**src/rtl/fifo_unpacker.sv**
```systemverilog
// fifo_unpacker
//   Drain stage for the register FIFO. Pops one entry_wd-bit entry at a time,
//   holds it, and emits it as ratio beats of out_wd bits on a valid/ready
//   stream, least significant beat first. Beats are framed into packets of
//   pkt_words entries using first/last markers. A wrapping counter reports how
//   many entries have been fully transmitted.
//
//   Handshake: a beat moves when out_valid && out_ready on a rising edge;
//   once out_valid is raised, out_data/out_first/out_last hold steady until
//   that beat is accepted.
//
// Ports
//   clk         system clock, rising edge
//   rst         synchronous active-low reset
//   fifo_empty  FIFO empty flag
//   fifo_data   FIFO head entry (meaningful only while fifo_empty==0)
//   fifo_rd     FIFO pop request (combinational)
//   out_valid   out_data carries a valid beat
//   out_ready   sink accepts the beat this cycle
//   out_data    current beat
//   out_first   beat 0 of word 0 of a packet
//   out_last    final beat of the final word of a packet
//   busy        a word is held or the FIFO is non-empty
//   words_sent  count of fully transmitted entries, modulo 2^stat_wd
module fifo_unpacker #(
   parameter int entry_wd  = 32,
   parameter int out_wd    = 8,
   parameter int ratio     = 4,
   parameter int beat_wd   = 2,
   parameter int pkt_words = 4,
   parameter int pkt_wd    = 2,
   parameter int stat_wd   = 16
) (
   input  logic                clk,
   input  logic                rst,
   input  logic                fifo_empty,
   input  logic [entry_wd-1:0] fifo_data,
   output logic                fifo_rd,
   output logic                out_valid,
   input  logic                out_ready,
   output logic [out_wd-1:0]   out_data,
   output logic                out_first,
   output logic                out_last,
   output logic                busy,
   output logic [stat_wd-1:0]  words_sent
);

   localparam int n_slots = 2 ** beat_wd;

   logic [entry_wd-1:0] hold_q, hold_d;
   logic                hold_valid_q, hold_valid_d;
   logic [beat_wd-1:0]  beat_cnt_q, beat_cnt_d;
   logic [pkt_wd-1:0]   word_cnt_q, word_cnt_d;
   logic [stat_wd-1:0]  words_sent_q, words_sent_d;

   logic xfer;
   logic last_beat;
   logic last_word;

   // Beat view of the held entry; slots beyond ratio read as zero so the
   // select below never indexes outside the entry.
   logic [out_wd-1:0] beats [n_slots];

   for (genvar i = 0; i < n_slots; i++) begin : g_beats
      if (i < ratio) begin : g_used
         assign beats[i] = hold_q[i*out_wd +: out_wd];
      end else begin : g_unused
         assign beats[i] = '0;
      end
   end

   assign last_beat = (beat_cnt_q == beat_wd'(ratio - 1));
   assign last_word = (word_cnt_q == pkt_wd'(pkt_words - 1));
   assign xfer      = hold_valid_q && out_ready;

   // Pop when idle, or when the final beat of the held word leaves this
   // cycle so the next word follows with no bubble. Reset blocks any pop.
   assign fifo_rd = rst && !fifo_empty && (!hold_valid_q || (xfer && last_beat));

   assign out_valid  = hold_valid_q;
   assign out_data   = beats[beat_cnt_q];
   assign out_first  = hold_valid_q && (beat_cnt_q == '0) && (word_cnt_q == '0);
   assign out_last   = hold_valid_q && last_beat && last_word;
   assign busy       = hold_valid_q || !fifo_empty;
   assign words_sent = words_sent_q;

   always_comb begin
      hold_d       = hold_q;
      hold_valid_d = hold_valid_q;
      beat_cnt_d   = beat_cnt_q;
      word_cnt_d   = word_cnt_q;
      words_sent_d = words_sent_q;

      if (xfer) begin
         if (last_beat) begin
            words_sent_d = words_sent_q + stat_wd'(1);
            word_cnt_d   = last_word ? '0 : word_cnt_q + pkt_wd'(1);
            hold_valid_d = 1'b0;
            beat_cnt_d   = '0;
         end else begin
            beat_cnt_d = beat_cnt_q + beat_wd'(1);
         end
      end

      // A pop in the same cycle as the last beat reloads the holding register
      // and overrides the release above.
      if (fifo_rd) begin
         hold_d       = fifo_data;
         hold_valid_d = 1'b1;
         beat_cnt_d   = '0;
      end
   end

   always_ff @(posedge clk) begin
      if (!rst) begin
         hold_valid_q <= 1'b0;
         beat_cnt_q   <= '0;
         word_cnt_q   <= '0;
         words_sent_q <= '0;
      end else begin
         hold_valid_q <= hold_valid_d;
         beat_cnt_q   <= beat_cnt_d;
         word_cnt_q   <= word_cnt_d;
         words_sent_q <= words_sent_d;
      end
   end

   // Data register needs no reset: it is only observed while hold_valid_q is set.
   always_ff @(posedge clk) begin
      hold_q <= hold_d;
   end

endmodule

```
**config.mk**
```make
export PLATFORM = sky130hd
export DESIGN_NAME = fifo_unpacker
export DESIGN_NICKNAME = d
export VERILOG_FILES = /design/src/rtl/fifo_unpacker.sv
export SDC_FILE = /design/constraint.sdc
export NUM_CORES = 1
export LEC_CHECK = 0
export ABC_AREA = 1
export CORE_ASPECT_RATIO = 1.5
export CORE_MARGIN = 8
export CORE_UTILIZATION = 40
export DETAILED_ROUTE_END_ITERATION = 12
export GPL_ROUTABILITY_DRIVEN = 0
export HOLD_SLACK_MARGIN = 0.15
export PLACE_DENSITY = 0.68
export SLEW_MARGIN = 20
export SYNTH_ARGS = -nofsm -noshare
export SYNTH_HDL_FRONTEND = slang
export SYNTH_SLANG_ARGS = --single-unit
```
**constraint.sdc**
```tcl
create_clock -name clk -period 2.3 [get_ports clk]
set_input_delay 0.23 -clock clk [delete_from_list [all_inputs] [get_ports clk]]
set_output_delay 0.23 -clock clk [all_outputs]
set_load 0.005 [all_outputs]
```
==> results.py, run 1 <==
metrics = {
    "run_status": {
        "status": "finished clean",
    },
    "worst_hold_path": {
        "min_to": "hold_q[3]$_DFFE_PP_",
        "hp-start": "fifo_data[3]",
        "hold_path_class": "in2reg",
        "holdPathStages": 1,
    },
    "sta": {
        "rsz0062_at_grt": "no",
        "setup_tns_ns": 0,
        "setup_violations": 0,
        "worst_slack_ns": 0.1865,
        "skew_ns": 0.004695,
        "finalCritPeriodShare_pct": 91.89,
        "maxSlewHeadroom_pct": 73.63,
        "fmax_mhz": 473.2,
        "finalHoldViolations": 0,
        "worst_pin_slew_ns": 0.3955,
        "period_needed_ns": 2.113,
        "maxSlewViolCount": 0,
    },
    "synth": {
        "synthCells": 236,
        "synth.avg_cell_area_um2": 9.660,
        "syn-num-nets": 277,
        "synth.most_common_cell": "nor2_1",
        "yosys.cell_types.count": 25,
        "synth_warnings": 0,
        "synth_top_area_share_pct": 42.15,
        "synth_edf_count": 32,
        "synthArstFlopShare_pct": 0,
        "ys_seq_area_share_pct": 60.59,
        "synthFlopType": "edfxtp_1",
        "yosysTopAreaCell": "edfxtp_1",
        "syn-cell-area_mm2": 0.002280,
        "ys_ff_latch": 53,
        "yosys-top-cells-area": "edfxtp_1 (42%), dfxtp_1 (18%), nor2_1 (7.7%), nand2_1 (5.6%), o21ai_0 (5.0%)",
        "synth_common_cells": "nor2_1 (47), nand2_1 (34), edfxtp_1 (32), inv_1 (23), o21ai_0 (23)",
    },
    "floorplanning": {
        "die_area_mm2": 0.008421,
        "start_util_pct": 41.51,
        "dieHeight_um": 108.5,
        "core-area_mm2": 0.005492,
        "ios": 65,
        "die_w_um": 77.64,
        "std_cell_rows": 33,
    },
    "pwr": {
        "power_density_mw_per_mm2": 576.6,
        "irDropWorstVdd_uv": 347.0,
        "p_leak_nw": 1.169,
    },
    "global_routing": {
        "grt_max_degree": 34,
        "antenna_found_initial": 0,
        "grt_pass1_wl_um": 8438,
        "grt_pass1_vias": 1841,
        "grt_usage_pct": 12.32,
        "overflow": 0,
    },
    "setup_path": {
        "crit_chain": "buf_4, inv_1, buf_4, o21ai_0, o22ai_1, clkdlybuf4s50_1",
        "r2r_slack_ns": 0.51,
        "regToRegEndpoint": "hold_q[15]$_DFFE_PP_",
        "max_stage_delay_ns": 0.53,
        "critical_path_class": "reg2out",
        "worstPathRequired_ns": 2.07,
        "critPathLaunchType": "flip-flop",
        "reg2reg_from": "beat_cnt_q[0]$_SDFFE_PP0N_",
        "crit_arrival_ns": 1.88,
        "cp_max_fo": 16,
        "worstSetupEndpointType": "output pin",
        "worstRegToRegCells": 6,
        "cp_common_cell": "buf_4",
        "cpMaxStageDelayCell": "clkdlybuf4s50_1",
    },
    "cts": {
        "clk_pin_slew_ns": 0.09,
        "numCtsBuffers": 5,
        "hold_buffers": 0,
        "cts-resized-gates": 0,
        "cts_tree": "done",
        "clock_path_buffers": 2,
        "htree_levels": 2,
        "cts_setup_buffers": 0,
        "clk_latency_ns": 0.30,
        "cts.sinks": 53,
        "root_buffer": "clkbuf_8",
    },
    "final_layout": {
        "area.growth.synth_to_final_pct": 37.49,
        "n_antenna_cell": 0,
        "final_nets": 349,
        "final_cell_count_no_fill": 379,
        "drive_above_1_share_pct": 7.120,
    },
    "place": {
        "place_ws_ns": 0.3387,
        "dp_hpwl_um": 3880,
        "dp.cells": 371,
        "portBuffers": 64,
    },
    "detailed_routing": {
        "drc": 0,
        "postRouteAntennaNets": 0,
        "viasPerCell": 4.815,
        "vias": 1825,
        "dr.pass1.iters": 4,
        "wl_per_cell_um": 13.63,
        "drtIter0Drc": 97,
        "finalWirelength_um": 5165,
    },
    "run": {
        "drv_cap": 0,
    },
}
## per-layer routing
metal	up-vias	share of wire (%)	GRT usage, %
met3	4	7.5	4.651
met5	-	0	0
met1	830	43	13.43
met4	0	0.81	3.659
met2	58	48	21.63
li1	933	-	-
## state kept, by name, summed over array words and instances, names as in the netlist
name,cells
out_valid,1
words_sent,16
hold_q,32
beat_cnt_q,2
word_cnt_q,2
## per-stage QoR
stage / hold WS (ns) / utilization, % / area [um2] / total power (W)
final: 0.4818 / 57.07 / 3134 / 0.001807
after global routing: 0.4579 / 57.07 / 3134 / 0.001878
after CTS: 0.4715 / 57.07 / 3134 / 0.001823
after detailed placement: 0.4738 / 55.07 / 3024 / 0.001214
after global placement: 0.4698 / 55.07 / 3024 / 0.001213
after floorplan: 0.3289 / - / 2286 / 0.001110
## area by class of cell
class / count / area [um2]
fill: 497 / 2357
sequential: 53 / 1381
clock buffer: 5 / 68.82
timing repair buffer: 71 / 693.2
inverter: 23 / 86.33
multi-input combinational: 154 / 775.7
tap: 70 / 87.58
clock inverter: 3 / 41.29
## logic make-up (layout without fill, tap and decap cells)
family | Yosys count | in the layout | synth area share [%]
simple gates | 105 | 105 | 20.80
flops | 53 | 53 | 60.59
compound gates | 44 | 44 | 10.21
buf+inv | 29 | 102 | 5.653
fa+ha+maj | 5 | 5 | 2.744
## where the power goes
| part | internal [W] | leakage [nW] | switching (W) | total [W] |
|---|---|---|---|---|
| logic | 0.0000902 | 0.650 | 0.0000550 | 0.000145 |
| registers | 0.00104 | 0.467 | 0.00000805 | 0.00105 |
| clock network | 0.000321 | 0.0518 | 0.000296 | 0.000617 |
## how the worst max path moves through the flow
stage / startpoint / to / slack (ns) / cells past startpoint
after floorplan: beat_cnt_q[0]$_SDFFE_PP0N_ / hold_q[0]$_DFFE_PP_ / 0.26 / 5
after global placement: out_ready / hold_q[28]$_DFFE_PP_ / 0.37 / 6
after detailed placement: out_ready / hold_q[26]$_DFFE_PP_ / 0.34 / 6
after CTS: beat_cnt_q[0]$_SDFFE_PP0N_ / out_data[2] / 0.15 / 6
after global routing: beat_cnt_q[0]$_SDFFE_PP0N_ / fifo_rd / 0.03 / 6
final: beat_cnt_q[0]$_SDFFE_PP0N_ / out_data[2] / 0.19 / 6
## cells in the final DEF, fill, tap and decap left out, types with 2 or more instances in the layout
cell type	Yosys	final
ha_1	5	5
nor3_1	3	3
inv_1	23	23
nand3_1	10	10
o22ai_1	8	8
buf_4	0	7
nand2_1	34	34
nor2_4	2	2
clkdlybuf4s50_1	0	64
dfxtp_1	21	21
a21oi_1	12	12
nand2_2	2	2
nor2_1	47	47
edfxtp_1	32	32
o21ai_0	23	23
clkbuf_8	1	5
## critical path, delay by kind of cell, from the launching register on
kind / cells / cell delay, ns
AOI/OAI and AO/OA: 2 / 0.25
buffers and inverters: 4 / 0.99
DFF: 1 / 0.36
Note: power is estimated with default switching activity, not from simulation.
==> run 2: changes to the inputs <==
Settings changed: CORE_UTILIZATION 40 to 43, PLACE_DENSITY 0.68 to 0.72.
==> run 2 against run 1 <==
  * Sequential share of layout area rose by 0.48 points
  * Combinational power barely moved
  * Count of clock-buffer cells in the layout rose by 1
  * Die area fell by 5.8%
  * Clock skew rose by 0.0033 ns
  * Flip-flop and latch count did not move
  * First-iteration DRC count rose by 16%
  * Total power fell by 5.6%
  * Largest power group unchanged
==> results.py, run 2 (synthesis results as in run 1) <==
metrics = {
    "global_routing": {
        "grt_pass1_wl_um": 8224,
        "met2_usage_pct": 22.75,
        "grt_max_degree": 34,
        "met3_usage_pct": 3.541,
        "grt_pass1_vias": 1802,
        "antenna_found_initial": 0,
        "grt_usage_pct": 13.35,
        "overflow": 0,
        "use_met1_pct": 14.96,
        "top_usage_layer": "met2",
    },
    "final_layout": {
        "area.growth.synth_to_final_pct": 36.11,
        "drive_above_1_share_pct": 7.143,
        "fill_cells": 478,
        "final_common_cell": "clkdlybuf4s50_1",
        "final_nets": 348,
        "final_cell_count_no_fill": 376,
        "final_cell_mix": "clkdlybuf4s50_1 (64), nor2_1 (47), nand2_1 (34), edfxtp_1 (32)",
        "n_antenna_cell": 0,
        "largest_register_ffs": 32,
        "multi_input_area_um2": 775.7,
        "regMostFlops": "hold_q",
        "regArea_mm2": 0.001383,
    },
    "sta": {
        "setup_violations": 0,
        "period_needed_ns": 2.150,
        "skew_ns": 0.008006,
        "maxSlewHeadroom_pct": 72.78,
        "setup_tns_ns": 0,
        "maxSlewViolCount": 0,
        "finalHoldViolations": 0,
        "worst_pin_slew_ns": 0.4083,
        "rsz0062_at_grt": "no",
        "finalCritPeriodShare_pct": 93.46,
        "fmax_mhz": 465.2,
    },
    "floorplanning": {
        "std_cell_rows": 32,
        "core-area_mm2": 0.005125,
        "dieHeight_um": 105.2,
        "ios": 65,
        "die_w_um": 75.45,
        "start_util_pct": 44.48,
        "die_area_mm2": 0.007935,
    },
    "setup_path": {
        "cp_max_fo": 7,
        "worstSetupEndpointType": "output pin",
        "crit_arrival_ns": 1.92,
        "worstPathRequired_ns": 2.07,
        "critPathLaunchType": "flip-flop",
        "critical_path_class": "reg2out",
    },
    "pwr": {
        "power_density_mw_per_mm2": 550.1,
        "p_leak_nw": 1.150,
        "irDropWorstVdd_uv": 346.2,
    },
    "cts": {
        "clock_path_buffers": 2,
        "clk_pin_slew_ns": 0.10,
        "root_buffer": "clkbuf_8",
        "htree_levels": 2,
        "cts_setup_buffers": 0,
        "cts.sinks": 53,
        "numCtsBuffers": 5,
        "clk_latency_ns": 0.30,
        "cts_tree": "done",
    },
    "place": {
        "dp_hpwl_um": 4001,
        "portBuffers": 64,
        "dp.cells": 368,
    },
    "detailed_routing": {
        "drtIter0Drc": 113,
        "postRouteAntennaNets": 0,
        "drc": 0,
        "vias": 1811,
        "wl_per_cell_um": 14.01,
        "finalWirelength_um": 5267,
        "viasPerCell": 4.816,
        "dr.pass1.iters": 4,
    },
    "worst_hold_path": {
        "hold_path_class": "in2reg",
    },
    "run": {
        "drv_cap": 0,
    },
    "run_status": {
        "status": "finished clean",
    },
}
-- run 2: cell types whose count changed in the layout (fill, tap and decap cells not counted) --
cell | previous run | this run
bufinv_16 | 1 | 0
clkinv_1 | 1 | 0
dfxtp_1 | 21 | 20
buf_4 | 7 | 6
dfxtp_2 | 0 | 1
clkbuf_1 | 0 | 1
clkinvlp_4 | 1 | 2
-- run 2: what timing repair did --
item / 4_1_cts / 5_1_grt
setup endpoints to repair: 0 / 3
endpoints found under the hold margin: 0 / 0
resized for setup: 0 / 1
hold buffers: 0 / 0
-- run 2: stage by stage --
step	total power, W	hold WS, ns	util [%]	area (um2)	setup WS [ns]
3_3_place_gp	0.001211	0.4638	58.81	3014	0.3598
4_1_cts	0.001726	0.4635	60.52	3102	0.04423
5_1_grt	0.001771	0.4582	60.55	3103	0.05668
3_5_place_dp	0.001213	0.4690	58.81	3014	0.3338
2_1_floorplan	0.001110	0.3289	-	2286	0.2590
6_report	0.001707	0.4728	60.55	3103	0.1504
-- run 2: per-layer routing --
layer  up-vias  wire length (um)
met5         -                 0
met4         0               104
met3         8               244
met2        48              2607
met1       822              2310
li1        933                 -
-- run 2: critical path, stage by stage (launching register included) --
cell and delay (ns):
dfxtp_1 0.43, ha_1 0.23, inv_1 0.09, nor2_4 0.11, nor2_1 0.08, nor3_4 0.14
clkdlybuf4s50_1 0.53
-- run 2: final timing paths --
check,startpoint,slack [ns],end,cells after the start
max,beat_cnt_q[1]$_SDFFE_PP0N_,0.15,fifo_rd,6
min,fifo_data[13],0.47,hold_q[13]$_DFFE_PP_,1
max reg2reg,beat_cnt_q[1]$_SDFFE_PP0N_,0.46,hold_q[16]$_DFFE_PP_,6
min reg2reg,word_cnt_q[1]$_SDFFE_PN0P_,0.48,word_cnt_q[1]$_SDFFE_PN0P_,2
-- run 2: cell type report --
cell class / count / share of cell area, %
Multi-Input combinational cell: 154 / 25.00
Inverter: 23 / 2.782
Timing Repair Buffer: 70 / 22.10
Clock buffer: 6 / 2.339
Sequential cell: 53 / 44.56
Tap cell: 68 / 2.742
Clock inverter: 2 / 0.4839
-- run 2: power breakdown --
part / internal [W] / switching, W / total [W]
sequential: 0.00104 / 0.00000957 / 0.00105
combinational: 0.0000894 / 0.0000540 / 0.000143
clock: 0.000215 / 0.000302 / 0.000517
==> run 3: changes to the inputs <==
Settings changed: ABC_AREA 1 to not set, CORE_UTILIZATION 43 to 45, CTS_CLUSTER_DIAMETER set to 50, PLACE_DENSITY 0.72 to 0.73.
Clock period 2.3 ns to 2.2 ns, I/O delays scaled along.
==> run 3 against run 2 <==
  * Global-route usage is 0.51 points lower
  * Sequential share of layout area is 0.85 points higher
  * Synthesized area is 3.5% lower
  * Non-clock buffer count is 2 lower
  * Total power is 12% higher
  * Critical path type unchanged
  * Critical endpoint is now out_data[3]
  * Highest routed layer unchanged
==> results.py, run 3 <==
metrics = {
    "synth": {
        "synth-compound-area-share_pct": 4.036,
        "synth.avg_cell_area_um2": 13.10,
        "yosysTopAreaCell": "edfxtp_1",
        "yosys.cell_types.count": 32,
        "synth_fa_ha_area_share_pct": 2.843,
        "ys_ff_latch": 53,
        "synthCells": 168,
        "synth_top_area_share_pct": 43.66,
        "syn-cell-area_mm2": 0.002201,
        "ys_seq_area_share_pct": 62.76,
        "yosys.area_share.simple_pct": 14.67,
        "synth-xor-area-share_pct": 3.184,
        "synth_warnings": 0,
        "synthArstFlopShare_pct": 0,
        "synth_edf_count": 32,
        "syn-num-nets": 209,
        "synthFlopType": "edfxtp_1",
        "synth_top_family_by_area": "simple AND/OR/NAND/NOR gates",
        "synth.most_common_cell": "edfxtp_1",
        "yosys-top-cells-area": "edfxtp_1 (44%), dfxtp_1 (19%), mux4_2 (8.2%), nor2_1 (3.1%), ha_1 (2.8%)",
        "synthMuxAreaShare_pct": 10.01,
        "synth_common_cells": "edfxtp_1 (32), dfxtp_1 (21), nor2_1 (18), nand2_1 (11), a21oi_1 (9)",
    },
    "setup_path": {
        "cp_max_fo": 12,
        "crit_chain": "mux4_2, clkdlybuf4s50_1",
        "regToRegEndpoint": "words_sent[12]$_SDFFE_PN0P_",
        "critPathLaunchType": "flip-flop",
        "cp_num_buf_inv": 1,
        "crit_arrival_ns": 1.82,
        "crit_family": "multiplexers",
        "critical_path_class": "reg2out",
        "max_stage_delay_ns": 0.54,
        "worstSetupEndpointType": "output pin",
        "cpMaxStageDelayCell": "mux4_2",
        "reg2reg_from": "beat_cnt_q[0]$_SDFFE_PP0N_",
        "r2r_slack_ns": 0.32,
        "worstPathRequired_ns": 1.98,
        "worstRegToRegCells": 5,
    },
    "cts": {
        "hold_buffers": 0,
        "cts.sinks": 53,
        "cts-resized-gates": 1,
        "clk_latency_ns": 0.30,
        "cts_setup_buffers": 0,
        "htree_levels": 2,
        "clk_pin_slew_ns": 0.10,
        "cts_tree": "done",
        "numCtsBuffers": 5,
        "root_buffer": "clkbuf_8",
        "clock_path_buffers": 2,
    },
    "floorplanning": {
        "start_util_pct": 46.13,
        "die_area_mm2": 0.007431,
        "core-area_mm2": 0.004771,
        "std_cell_rows": 31,
        "dieHeight_um": 101.7,
        "die_w_um": 73.10,
        "ios": 65,
    },
    "final_layout": {
        "n_antenna_cell": 0,
        "drive_above_1_share_pct": 10.92,
        "final_cell_mix": "clkdlybuf4s50_1 (63), edfxtp_1 (32), dfxtp_1 (20), nor2_1 (18), nand2_1 (11)",
        "area.growth.synth_to_final_pct": 38.60,
        "regMostFlops": "hold_q",
        "fill_cells": 388,
        "final_nets": 278,
        "largest_register_ffs": 32,
        "final_common_cell": "clkdlybuf4s50_1",
    },
    "place": {
        "place_ws_ns": 0.1981,
        "portBuffers": 64,
        "dp_hpwl_um": 3528,
    },
    "pwr": {
        "p_leak_nw": 1.075,
        "irDropWorstVdd_uv": 588.3,
        "power_density_mw_per_mm2": 628.4,
    },
    "run_status": {
        "status": "finished clean",
    },
    "sta": {
        "worst_pin_slew_ns": 0.3763,
        "setup_violations": 0,
        "skew_ns": 0.006805,
        "finalCritPeriodShare_pct": 92.55,
        "finalHoldViolations": 0,
        "rsz0062_at_grt": "no",
        "setup_tns_ns": 0,
        "maxSlewHeadroom_pct": 74.92,
        "worst_slack_ns": 0.1640,
        "maxSlewViolCount": 0,
        "period_needed_ns": 2.036,
        "fmax_mhz": 491.2,
    },
    "global_routing": {
        "grt_pass1_wl_um": 7590,
        "grt_max_degree": 33,
        "grt_pass1_vias": 1629,
        "antenna_found_initial": 0,
        "grt_usage_pct": 12.84,
        "overflow": 0,
    },
    "worst_hold_path": {
        "holdPathStages": 1,
        "hp-start": "fifo_data[26]",
        "min_to": "hold_q[26]$_DFFE_PP_",
        "hold_path_class": "in2reg",
    },
    "detailed_routing": {
        "finalWirelength_um": 4499,
        "dr.pass1.iters": 4,
        "drtIter0Drc": 91,
        "postRouteAntennaNets": 0,
        "vias": 1541,
        "wl_per_cell_um": 14.80,
        "viasPerCell": 5.069,
        "drc": 0,
    },
    "run": {
        "drv_cap": 0,
    },
}
-- run 3: changes by cell type in the layout (fill, tap and decap cells not counted), moves of 8 or more --
| cell | previous run | this run |
|---|---|---|
| o22ai_1 | 8 | 0 |
| o21ai_0 | 23 | 4 |
| nor2_1 | 47 | 18 |
| inv_1 | 23 | 5 |
| nand2_1 | 34 | 11 |
| mux4_2 | 0 | 8 |
-- run 3: worst max-delay path by stage --
| stage | to | startpoint | cells after the start | slack (ns) |
|---|---|---|---|---|
| after floorplan | hold_q[0]$_DFFE_PP_ | beat_cnt_q[0]$_SDFFE_PP0N_ | 4 | 0.19 |
| after global placement | fifo_rd | out_ready | 5 | 0.18 |
| after detailed placement | fifo_rd | out_ready | 5 | 0.20 |
| after CTS | fifo_rd | beat_cnt_q[0]$_SDFFE_PP0N_ | 5 | 0.008 |
| after global routing | out_data[0] | beat_cnt_q[0]$_SDFFE_PP0N_ | 2 | 0.09 |
| final | out_data[3] | beat_cnt_q[0]$_SDFFE_PP0N_ | 2 | 0.16 |
-- run 3: area by class of cell --
class / count / area, um2 / area share (%)
well taps: 66 / 82.58 / 2.707
inverters: 6 / 22.52 / 0.7383
clock buffers: 5 / 68.82 / 2.256
multi-input cells: 103 / 770.7 / 25.27
repair buffers: 68 / 673.1 / 22.07
flip-flops and latches: 53 / 1385 / 45.41
clock inverters: 3 / 47.55 / 1.559
-- run 3: kinds of logic (layout without fill, tap and decap cells) --
family | Yosys count | in the layout
flops | 53 | 53
simple gates | 62 | 62
fa+ha+maj | 5 | 5
mux | 12 | 12
compound gates | 16 | 16
buf+inv | 12 | 82
xor+xnor | 8 | 8
-- run 3: metal layers --
layer / global-route usage, % / share of wire (%)
met2: 22.81 / 51
met1: 13.02 / 38
met3: 5.847 / 9.7
met4: 3.715 / 0.73
met5: 0 / 0
-- run 3: stage by stage --
| stage | instance area, um2 | utilization [%] | instances | power, W | hold WS, ns |
|---|---|---|---|---|---|
| 2_1_floorplan | 2201 | - | 168 | 0.001157 | 0.3118 |
| 3_3_place_gp | 2929 | 61.40 | 297 | 0.001265 | 0.4650 |
| 3_5_place_dp | 2929 | 61.40 | 297 | 0.001269 | 0.4745 |
| 4_1_cts | 3047 | 63.86 | 305 | 0.001938 | 0.4597 |
| 5_1_grt | 3050 | 63.94 | 304 | 0.001982 | 0.4483 |
| 6_report | 3050 | 63.94 | 304 | 0.001917 | 0.4667 |
-- run 3: worst reg2reg max path: cells and delay by family, from the launching register on --
family          cells  cell delay, ns
fa+ha+maj           1            0.26
simple gates        3            0.93
flops               1            0.48
compound gates      1            0.14
-- run 3: power by group --
group,internal [W],switching [W]
Sequential,0.00108,0.0000141
Combinational,0.000102,0.0000463
Clock,0.000347,0.000328
Total,0.00153,0.000388
